File: config.mk
export PLATFORM = sky130hd
export DESIGN_NAME = rom_rr_arbiter_flat
export DESIGN_NICKNAME = d
export VERILOG_FILES = /design/src/rtl/rom_rr_arbiter_if.sv /design/src/rtl/rom_rr_arbiter.sv /design/src/flat_wrapper.sv
export SDC_FILE = /design/constraint.sdc
export NUM_CORES = 1
export LEC_CHECK = 0
export CORE_MARGIN = 2
export CORE_UTILIZATION = 30
export CTS_BUF_LIST = sky130_fd_sc_hd__clkbuf_16
export DETAILED_ROUTE_END_ITERATION = 7
export DONT_BUFFER_PORTS = 1
export SETUP_SLACK_MARGIN = 0.1
export SLEW_MARGIN = 20
export SYNTH_ARGS = -nofsm -noshare
export SYNTH_HDL_FRONTEND = slang
export SYNTH_SLANG_ARGS = --single-unit
File: constraint.sdc
create_clock -name clk -period 1.29 [get_ports clk]
set_input_delay 0.1935 -clock clk [delete_from_list [all_inputs] [get_ports clk]]
set_output_delay 0.1935 -clock clk [all_outputs]
set_load 0.02 [all_outputs]
File: src/rtl/rom_rr_arbiter_if.sv
// Requester and shared-ROM handshake bundle for rom_rr_arbiter.
// The arbiter connects through the slave modport; the environment drives the master side.
interface rom_rr_arbiter_if #(
  parameter int unsigned ADDR_W = 13,
  parameter int unsigned DATA_W = 8
);
  logic [ADDR_W-1:0] r0_addr;
  logic              r0_addr_valid;
  logic              r0_addr_ready;
  logic [DATA_W-1:0] r0_data;
  logic              r0_data_valid;
  logic              r0_data_ready;

  logic [ADDR_W-1:0] r1_addr;
  logic              r1_addr_valid;
  logic              r1_addr_ready;
  logic [DATA_W-1:0] r1_data;
  logic              r1_data_valid;
  logic              r1_data_ready;

  logic [ADDR_W-1:0] rom_addr;
  logic              rom_addr_valid;
  logic              rom_addr_ready;
  logic [DATA_W-1:0] rom_data;
  logic              rom_data_valid;
  logic              rom_data_ready;

  modport slave (
    input  r0_addr, r0_addr_valid, r0_data_ready,
    input  r1_addr, r1_addr_valid, r1_data_ready,
    input  rom_addr_ready, rom_data, rom_data_valid,
    output r0_addr_ready, r0_data, r0_data_valid,
    output r1_addr_ready, r1_data, r1_data_valid,
    output rom_addr, rom_addr_valid, rom_data_ready
  );

  modport master (
    output r0_addr, r0_addr_valid, r0_data_ready,
    output r1_addr, r1_addr_valid, r1_data_ready,
    output rom_addr_ready, rom_data, rom_data_valid,
    input  r0_addr_ready, r0_data, r0_data_valid,
    input  r1_addr_ready, r1_data, r1_data_valid,
    input  rom_addr, rom_addr_valid, rom_data_ready
  );
endinterface

File: src/rtl/rom_rr_arbiter.sv
// Two-requester round-robin arbiter sharing one single-port parameter ROM,
// one outstanding transaction, response steered back to the granted requester.
module rom_rr_arbiter #(
  parameter int unsigned ADDR_W = 13,
  parameter int unsigned DATA_W = 8
) (
  input  logic            clk,
  input  logic            rst,
  rom_rr_arbiter_if.slave bus,
  output logic            gnt_id,
  output logic            busy
);

  typedef enum logic [2:0] {IDLE, GRANT, ROM_REQ, ROM_WAIT, RESP} state_t;

  state_t            state_q, state_d;
  logic              gnt_q, gnt_d;
  logic              last_q, last_d;
  logic              busy_q, busy_d;
  logic [1:0]        addr_ready_q, addr_ready_d;
  logic [1:0]        data_valid_q, data_valid_d;
  logic [DATA_W-1:0] data0_q, data0_d;
  logic [DATA_W-1:0] data1_q, data1_d;
  logic [ADDR_W-1:0] rom_addr_q, rom_addr_d;
  logic              rom_addr_valid_q, rom_addr_valid_d;
  logic              rom_data_ready_q, rom_data_ready_d;

  logic [1:0]        req;
  logic              gnt_addr_valid;
  logic              gnt_data_ready;
  logic [ADDR_W-1:0] gnt_addr;

  assign req            = {bus.r1_addr_valid, bus.r0_addr_valid};
  assign gnt_addr_valid = gnt_q ? bus.r1_addr_valid : bus.r0_addr_valid;
  assign gnt_data_ready = gnt_q ? bus.r1_data_ready : bus.r0_data_ready;
  assign gnt_addr       = gnt_q ? bus.r1_addr       : bus.r0_addr;

  // Every output is computed as its next-cycle value here and taken straight from a flop.
  always_comb begin
    state_d          = state_q;
    gnt_d            = gnt_q;
    last_d           = last_q;
    addr_ready_d     = '0;
    data_valid_d     = data_valid_q;
    data0_d          = data0_q;
    data1_d          = data1_q;
    rom_addr_d       = rom_addr_q;
    rom_addr_valid_d = rom_addr_valid_q;
    rom_data_ready_d = 1'b0;

    unique case (state_q)
      IDLE: begin
        if (req != 2'b00) begin
          gnt_d        = (req == 2'b11) ? ~last_q : req[1];
          addr_ready_d = gnt_d ? 2'b10 : 2'b01;
          state_d      = GRANT;
        end
      end
      GRANT: begin
        // A requester that withdrew its valid leaves the pointer untouched.
        if (gnt_addr_valid) begin
          rom_addr_d       = gnt_addr;
          rom_addr_valid_d = 1'b1;
          state_d          = ROM_REQ;
        end else begin
          state_d = IDLE;
        end
      end
      ROM_REQ: begin
        if (bus.rom_addr_ready) begin
          rom_addr_valid_d = 1'b0;
          state_d          = ROM_WAIT;
        end
      end
      ROM_WAIT: begin
        if (bus.rom_data_valid) begin
          if (gnt_q) data1_d = bus.rom_data;
          else       data0_d = bus.rom_data;
          data_valid_d     = gnt_q ? 2'b10 : 2'b01;
          rom_data_ready_d = 1'b1;
          state_d          = RESP;
        end
      end
      RESP: begin
        if (gnt_data_ready) begin
          data_valid_d = '0;
          last_d       = gnt_q;
          state_d      = IDLE;
        end
      end
      default: state_d = IDLE;
    endcase

    busy_d = (state_d != IDLE);
  end

  always_ff @(posedge clk) begin
    if (rst) begin
      state_q          <= IDLE;
      gnt_q            <= 1'b0;
      last_q           <= 1'b1;
      busy_q           <= 1'b0;
      addr_ready_q     <= '0;
      data_valid_q     <= '0;
      data0_q          <= '0;
      data1_q          <= '0;
      rom_addr_q       <= '0;
      rom_addr_valid_q <= 1'b0;
      rom_data_ready_q <= 1'b0;
    end else begin
      state_q          <= state_d;
      gnt_q            <= gnt_d;
      last_q           <= last_d;
      busy_q           <= busy_d;
      addr_ready_q     <= addr_ready_d;
      data_valid_q     <= data_valid_d;
      data0_q          <= data0_d;
      data1_q          <= data1_d;
      rom_addr_q       <= rom_addr_d;
      rom_addr_valid_q <= rom_addr_valid_d;
      rom_data_ready_q <= rom_data_ready_d;
    end
  end

  assign bus.r0_addr_ready  = addr_ready_q[0];
  assign bus.r1_addr_ready  = addr_ready_q[1];
  assign bus.r0_data_valid  = data_valid_q[0];
  assign bus.r1_data_valid  = data_valid_q[1];
  assign bus.r0_data        = data0_q;
  assign bus.r1_data        = data1_q;
  assign bus.rom_addr       = rom_addr_q;
  assign bus.rom_addr_valid = rom_addr_valid_q;
  assign bus.rom_data_ready = rom_data_ready_q;
  assign gnt_id             = gnt_q;
  assign busy               = busy_q;

endmodule
File: src/flat_wrapper.sv
// flat-port wrapper written by rule: the top's interface ports become plain ports
module rom_rr_arbiter_flat 
#(
  parameter int unsigned ADDR_W = 13,
  parameter int unsigned DATA_W = 8
)
  (clk, rst, gnt_id, busy, bus_r0_addr, bus_r0_addr_valid, bus_r0_data_ready, bus_r1_addr, bus_r1_addr_valid, bus_r1_data_ready, bus_rom_addr_ready, bus_rom_data, bus_rom_data_valid, bus_r0_addr_ready, bus_r0_data, bus_r0_data_valid, bus_r1_addr_ready, bus_r1_data, bus_r1_data_valid, bus_rom_addr, bus_rom_addr_valid, bus_rom_data_ready);
  rom_rr_arbiter_if #(.ADDR_W(ADDR_W), .DATA_W(DATA_W)) bus_i ();
  input  logic clk;
  input  logic rst;
  output logic gnt_id;
  output logic busy;
  input wire logic [$bits(bus_i.r0_addr)-1:0] bus_r0_addr;
  input wire logic [$bits(bus_i.r0_addr_valid)-1:0] bus_r0_addr_valid;
  input wire logic [$bits(bus_i.r0_data_ready)-1:0] bus_r0_data_ready;
  input wire logic [$bits(bus_i.r1_addr)-1:0] bus_r1_addr;
  input wire logic [$bits(bus_i.r1_addr_valid)-1:0] bus_r1_addr_valid;
  input wire logic [$bits(bus_i.r1_data_ready)-1:0] bus_r1_data_ready;
  input wire logic [$bits(bus_i.rom_addr_ready)-1:0] bus_rom_addr_ready;
  input wire logic [$bits(bus_i.rom_data)-1:0] bus_rom_data;
  input wire logic [$bits(bus_i.rom_data_valid)-1:0] bus_rom_data_valid;
  output wire logic [$bits(bus_i.r0_addr_ready)-1:0] bus_r0_addr_ready;
  output wire logic [$bits(bus_i.r0_data)-1:0] bus_r0_data;
  output wire logic [$bits(bus_i.r0_data_valid)-1:0] bus_r0_data_valid;
  output wire logic [$bits(bus_i.r1_addr_ready)-1:0] bus_r1_addr_ready;
  output wire logic [$bits(bus_i.r1_data)-1:0] bus_r1_data;
  output wire logic [$bits(bus_i.r1_data_valid)-1:0] bus_r1_data_valid;
  output wire logic [$bits(bus_i.rom_addr)-1:0] bus_rom_addr;
  output wire logic [$bits(bus_i.rom_addr_valid)-1:0] bus_rom_addr_valid;
  output wire logic [$bits(bus_i.rom_data_ready)-1:0] bus_rom_data_ready;
  assign bus_i.r0_addr = bus_r0_addr;
  assign bus_i.r0_addr_valid = bus_r0_addr_valid;
  assign bus_i.r0_data_ready = bus_r0_data_ready;
  assign bus_i.r1_addr = bus_r1_addr;
  assign bus_i.r1_addr_valid = bus_r1_addr_valid;
  assign bus_i.r1_data_ready = bus_r1_data_ready;
  assign bus_i.rom_addr_ready = bus_rom_addr_ready;
  assign bus_i.rom_data = bus_rom_data;
  assign bus_i.rom_data_valid = bus_rom_data_valid;
  assign bus_r0_addr_ready = bus_i.r0_addr_ready;
  assign bus_r0_data = bus_i.r0_data;
  assign bus_r0_data_valid = bus_i.r0_data_valid;
  assign bus_r1_addr_ready = bus_i.r1_addr_ready;
  assign bus_r1_data = bus_i.r1_data;
  assign bus_r1_data_valid = bus_i.r1_data_valid;
  assign bus_rom_addr = bus_i.rom_addr;
  assign bus_rom_addr_valid = bus_i.rom_addr_valid;
  assign bus_rom_data_ready = bus_i.rom_data_ready;
  rom_rr_arbiter #(.ADDR_W(ADDR_W), .DATA_W(DATA_W)) u_core (.clk(clk), .rst(rst), .bus(bus_i), .gnt_id(gnt_id), .busy(busy));
endmodule
-- Yosys cells after proc, flatten, opt, wreduce, memory -nomap -nowiden
Index checks and enable logic that the tools add are counted.
- reduce and logical (&&, ||, !) cells: 14
- equality and inequality tests: 9
- multiplexer cells: 19
- bitwise logic cells: 5
- operators with widths (cell ; number):
    one-hot mux 3 bit (5 select lines) ; 1
    two-way mux 13 bit ; 1
    two-way mux 3 bit ; 4
    AND reduction 3 bit ; 4
    two-way mux 2 bit ; 5
    equality test 3 x 2 -> 1 bit (second input constant) ; 2
    two-way mux 1 bit ; 6
    AND reduction 2 bit ; 3
    nonzero test 2 bit ; 3
    inverter 1 bit ; 5
    inequality test 2 x 1 -> 1 bit (second input constant) ; 2
    inequality test 2 bit (second input constant) ; 2
    one-hot mux 2 bit (2 select lines) ; 1
    equality test 3 x 1 -> 1 bit (second input constant) ; 1
    equality test 3 bit (second input constant) ; 1
    zero test 3 bit ; 1
    nonzero test 3 bit ; 1
    OR reduction 3 bit ; 1
    equality test 2 bit (second input constant) ; 1
    one-hot mux 1 bit (2 select lines) ; 1
    OR reduction 2 bit ; 1
- register bits: 41
- output and inout bits: 37
- logic and storage cells: 58
- input bits: 42

-- Logic depth before layout (Yosys ltp)
- depth in word-level cells: 4
- depth in mapped cells: 6
- depth with buffers taken out: 3

-- Least setup slack after synthesis
OpenSTA, ideal clock, no wires.
- path kind: register to register
- from: register u_core.gnt_q, in the netlist u_core.gnt_id
- to: register u_core.rom_addr_q[10], in the netlist u_core.bus.rom_addr[10]
- setup time: 86 ps
- stages on the path, launching flop included: 6
- slack: -244 ps
- buffers on the path: 2
- data arrival time: 1449 ps
- path through: dfxtp_1 > buf_2 > mux2_4 > and2_4 > buf_6 > a211oi_1
- longest elaborated chain between the ends: 2
- elaborated cells on any way between the ends: 3
- those cells by class: 2 x mux; 1 x reduce/logical
- RTL lines (item ; line ; source):
    start: declaration ; rom_rr_arbiter.sv:17 ; logic gnt_q, gnt_d;
    start signal: assignment ; rom_rr_arbiter.sv:112 ; gnt_q <= gnt_d;
    two-way mux 1 bit ; rom_rr_arbiter.sv:34 ; assign gnt_addr_valid = gnt_q ? bus.r1_addr_valid : bus.r0_addr_valid;
    AND reduction 2 bit (no source line) ; -- ;
    end signal: assignment ; rom_rr_arbiter.sv:119 ; rom_addr_q <= rom_addr_d;
    end: declaration ; rom_rr_arbiter.sv:24 ; logic [ADDR_W-1:0] rom_addr_q, rom_addr_d;
Parallel ways exist; a longest one is shown, timed or not.
A chain may end at the register's enable or synchronous reset.

-- Worst setup path after layout
- from: register u_core.state_q[2]
- to: register u_core.gnt_q, in the netlist u_core.gnt_id
- longest elaborated chain between the ends: 2
- RTL lines (item ; line ; source):
    start: declaration ; rom_rr_arbiter.sv:16 ; state_t state_q, state_d;
    start signal: assignment ; rom_rr_arbiter.sv:111 ; state_q <= state_d;
    zero test 3 bit ; rom_rr_arbiter.sv:51 ; unique case (state_q)
    AND reduction 2 bit (no source line) ; -- ;
No other way between the ends.

==> impl_metrics.toml <==
[outcome]
status = "finished, violations left"
violations = "hold timing"

[placed_design]
hpwlAfterDp_mm = 3.03
dp.cells = 262
io_buffers = 0
place.gp.congestion = 0.705

[synthesis]
ys.warnings.count = 0
ys_ff_latch = 41
synth_top_area_cell = "dfxtp_1"
syn_nets = 237
syn_area_um2 = 1760
synth.area.top_cells = "dfxtp_1 47%, a21oi_1 11%, mux2i_1 8.0%"
yosys.area.top_type_share = 0.467
synth_cell_types = 30
yosysSeqAreaShare = 0.467
avgSynthCellArea_um2 = 9.02
syn_inst = 195

[layout]
synthToLayoutAreaGrowth_pct = 37.6
layout_commonest_cell = "dfxtp_1"
diodes = 0
drive_gt1_frac = 0.374
postLayoutCoreUtil = 0.434
final_cell_mix = "37 x dfxtp_1, 17 x a21oi_1, 15 x nand3_1"
finalNonFillerCells = 278
final_nets = 247

[grt]
track_usage = 0.143
grt_max_degree = 39
grt_remaining_overflow = 0
antenna_found_initial = 0
grt_pass1_wl_mm = 7.22
grt_pass1_vias = 1514

[worst_setup_path]
cp_slowest_cell = "dfxtp_4"
r2r_slack_ns = 0.03
max_stage_delay_ns = 0.36
endpoint = "u_core.gnt_id"
path_cells = "or3_4, or3b_1, a21oi_1"
critPathBufInv = 0
crit_path_end_kind = "register"
critPathKind = "register to register"
r2r-start = "u_core.state_q[2]"
reg2reg_to = "u_core.gnt_id"
critPathLaunch = "u_core.state_q[2]"
cp.arrival_ns = 1.46
worstPathRequired_ns = 1.49
start_kind = "register"
cp_max_fo = 5
cp_top_family = "simple AND/OR/NAND/NOR gates"
cp.depth = 3
reg2reg_depth = 3

[routing]
remaining_drc_errors = 0
viasPerCell = 5.43
vias = 1509
first_pass_iters = 4
ant_nets = 0
detail_route.iter0.violations = 22
wire_per_inst_um = 16.6
postRouteWirelength_mm = 4.60

[sta]
skew_ns = 0.00364
final_max_slew_viol_count = 0
worst_slew_pin_slew_ns = 0.326
fmax_mhz = 793
holdWs_ns = -0.0216
hold_violations = 29
relSlewSlack = 0.783
finalCriticalPeriod_ns = 1.26
grt_setup_unrepaired = "yes"
setup_viol = 0
timing.final.crit_share = 0.978

[cts]
htreeDepth = 2
clkLatencyLatePin_ns = 0.28
cts_buffer_depth = 2
numCtsBuffers = 5
clk_pin_slew_ns = 0.06
root_buffer = "clkbuf_16"
clock-sinks = 41
cts_tree = "yes"

[power]
p_leak_nw = 0.780
powerDensity_nw_per_um2 = 1310
power_mw = 3.16
peakVddDrop_mv = 0.886

[die]
die-height_um = 80.6
ios = 79
start_util = 0.316
fp-row-count = 27
dieArea_um2 = 6490
die_w_um = 80.6
fp.coreArea_um2 = 5570

[min_path]
hold_class = "input pin to register"

[flow_run]
maxCapViolCount = 0
==> area by class of cell <==
cell class	count	area [µm²]
clock buffers	5	125
clock inverters	3	17.5
fillers	537	3150
inverters	4	15.0
multi-input cells	133	1110
flip-flops and latches	41	833
well taps	72	90.1
repair buffers	20	230
==> flip-flops by register name (all words and copies together) (netlist names), 2 cells and up <==
| name | cells |
|---|---|
| u_core.bus.r0_data | 8 |
| u_core.data_valid_q | 2 |
| u_core.bus.r1_data | 8 |
| u_core.state_q | 3 |
| u_core.bus.rom_addr | 13 |
| u_core.addr_ready_q | 2 |
==> cell families (layout without fill, tap and decap cells) <==
kind of cell,Yosys count,count (layout),share of synthesized area
compound gates,77,77,0.247
buf+inv,22,32,0.0633
flops,41,41,0.467
mux,15,15,0.0882
simple gates,40,41,0.135
==> metrics by stage <==
step                      TNS (ns)  setup slack, ns  area, µm²
after global placement     -0.0146          -0.0146       1950
after floorplan             -0.786          -0.0659       1830
after detailed placement   -0.0609          -0.0479       1950
after global routing       -0.0451          -0.0322       2420
final                            0           0.0284       2420
after CTS                        0           0.0258       2160
==> power by group <==
group	total (mW)	switching (mW)	internal [mW]	leakage [nW]
registers	1.45	0.127	1.33	0.336
logic	0.525	0.259	0.265	0.374
clock network	1.18	0.476	0.709	0.0712
==> per-layer routing <==
layer,share of wire,up-vias,track usage
met5,0,-,0
met4,0.0076,0,0.0356
met3,0.13,5,0.0719
met2,0.46,69,0.232
met1,0.40,700,0.169
li1,-,735,-
==> worst min-delay path by stage <==
stage                  startpoint                        end  slack, ns  cells after the start
6_report                      rst     u_core.data_valid_q[0]      -0.02                      1
5_1_grt                       rst     u_core.data_valid_q[0]      -0.03                      1
4_1_cts                       rst              u_core.gnt_id      -0.03                      1
3_5_place_dp                  rst              u_core.gnt_id       0.26                      1
3_3_place_gp                  rst              u_core.gnt_id       0.26                      1
2_1_floorplan  bus_rom_addr_ready  u_core.bus.rom_addr_valid       0.31                      1
==> what timing repair did <==
item                       in CTS  in global routing
setup endpoints to repair      35                 37
hold endpoints to repair       35                 36
setup buffers                   4                  2
pin swaps                       7                 15
gates resized for setup        12                 57
cloned                          2                  0
==> Yosys cell counts (all sizes together) <==
cell type  count
and4b          1
inv            4
nor2           3
a31oi          1
or3b           2
dfxtp         41
mux2           1
o211ai         3
nand3         16
clkbuf         8
or3            1
o311ai         1
o21ai         20
and2b          1
buf           10
or4bb          1
nand4b         1
and2           1
nand2          8
nor3b          1
nor3           2
a311oi         1
a21oi         38
a211oi        13
nand2b         2
mux2i         14
No activity file was read; power rests on OpenSTA's default activity.
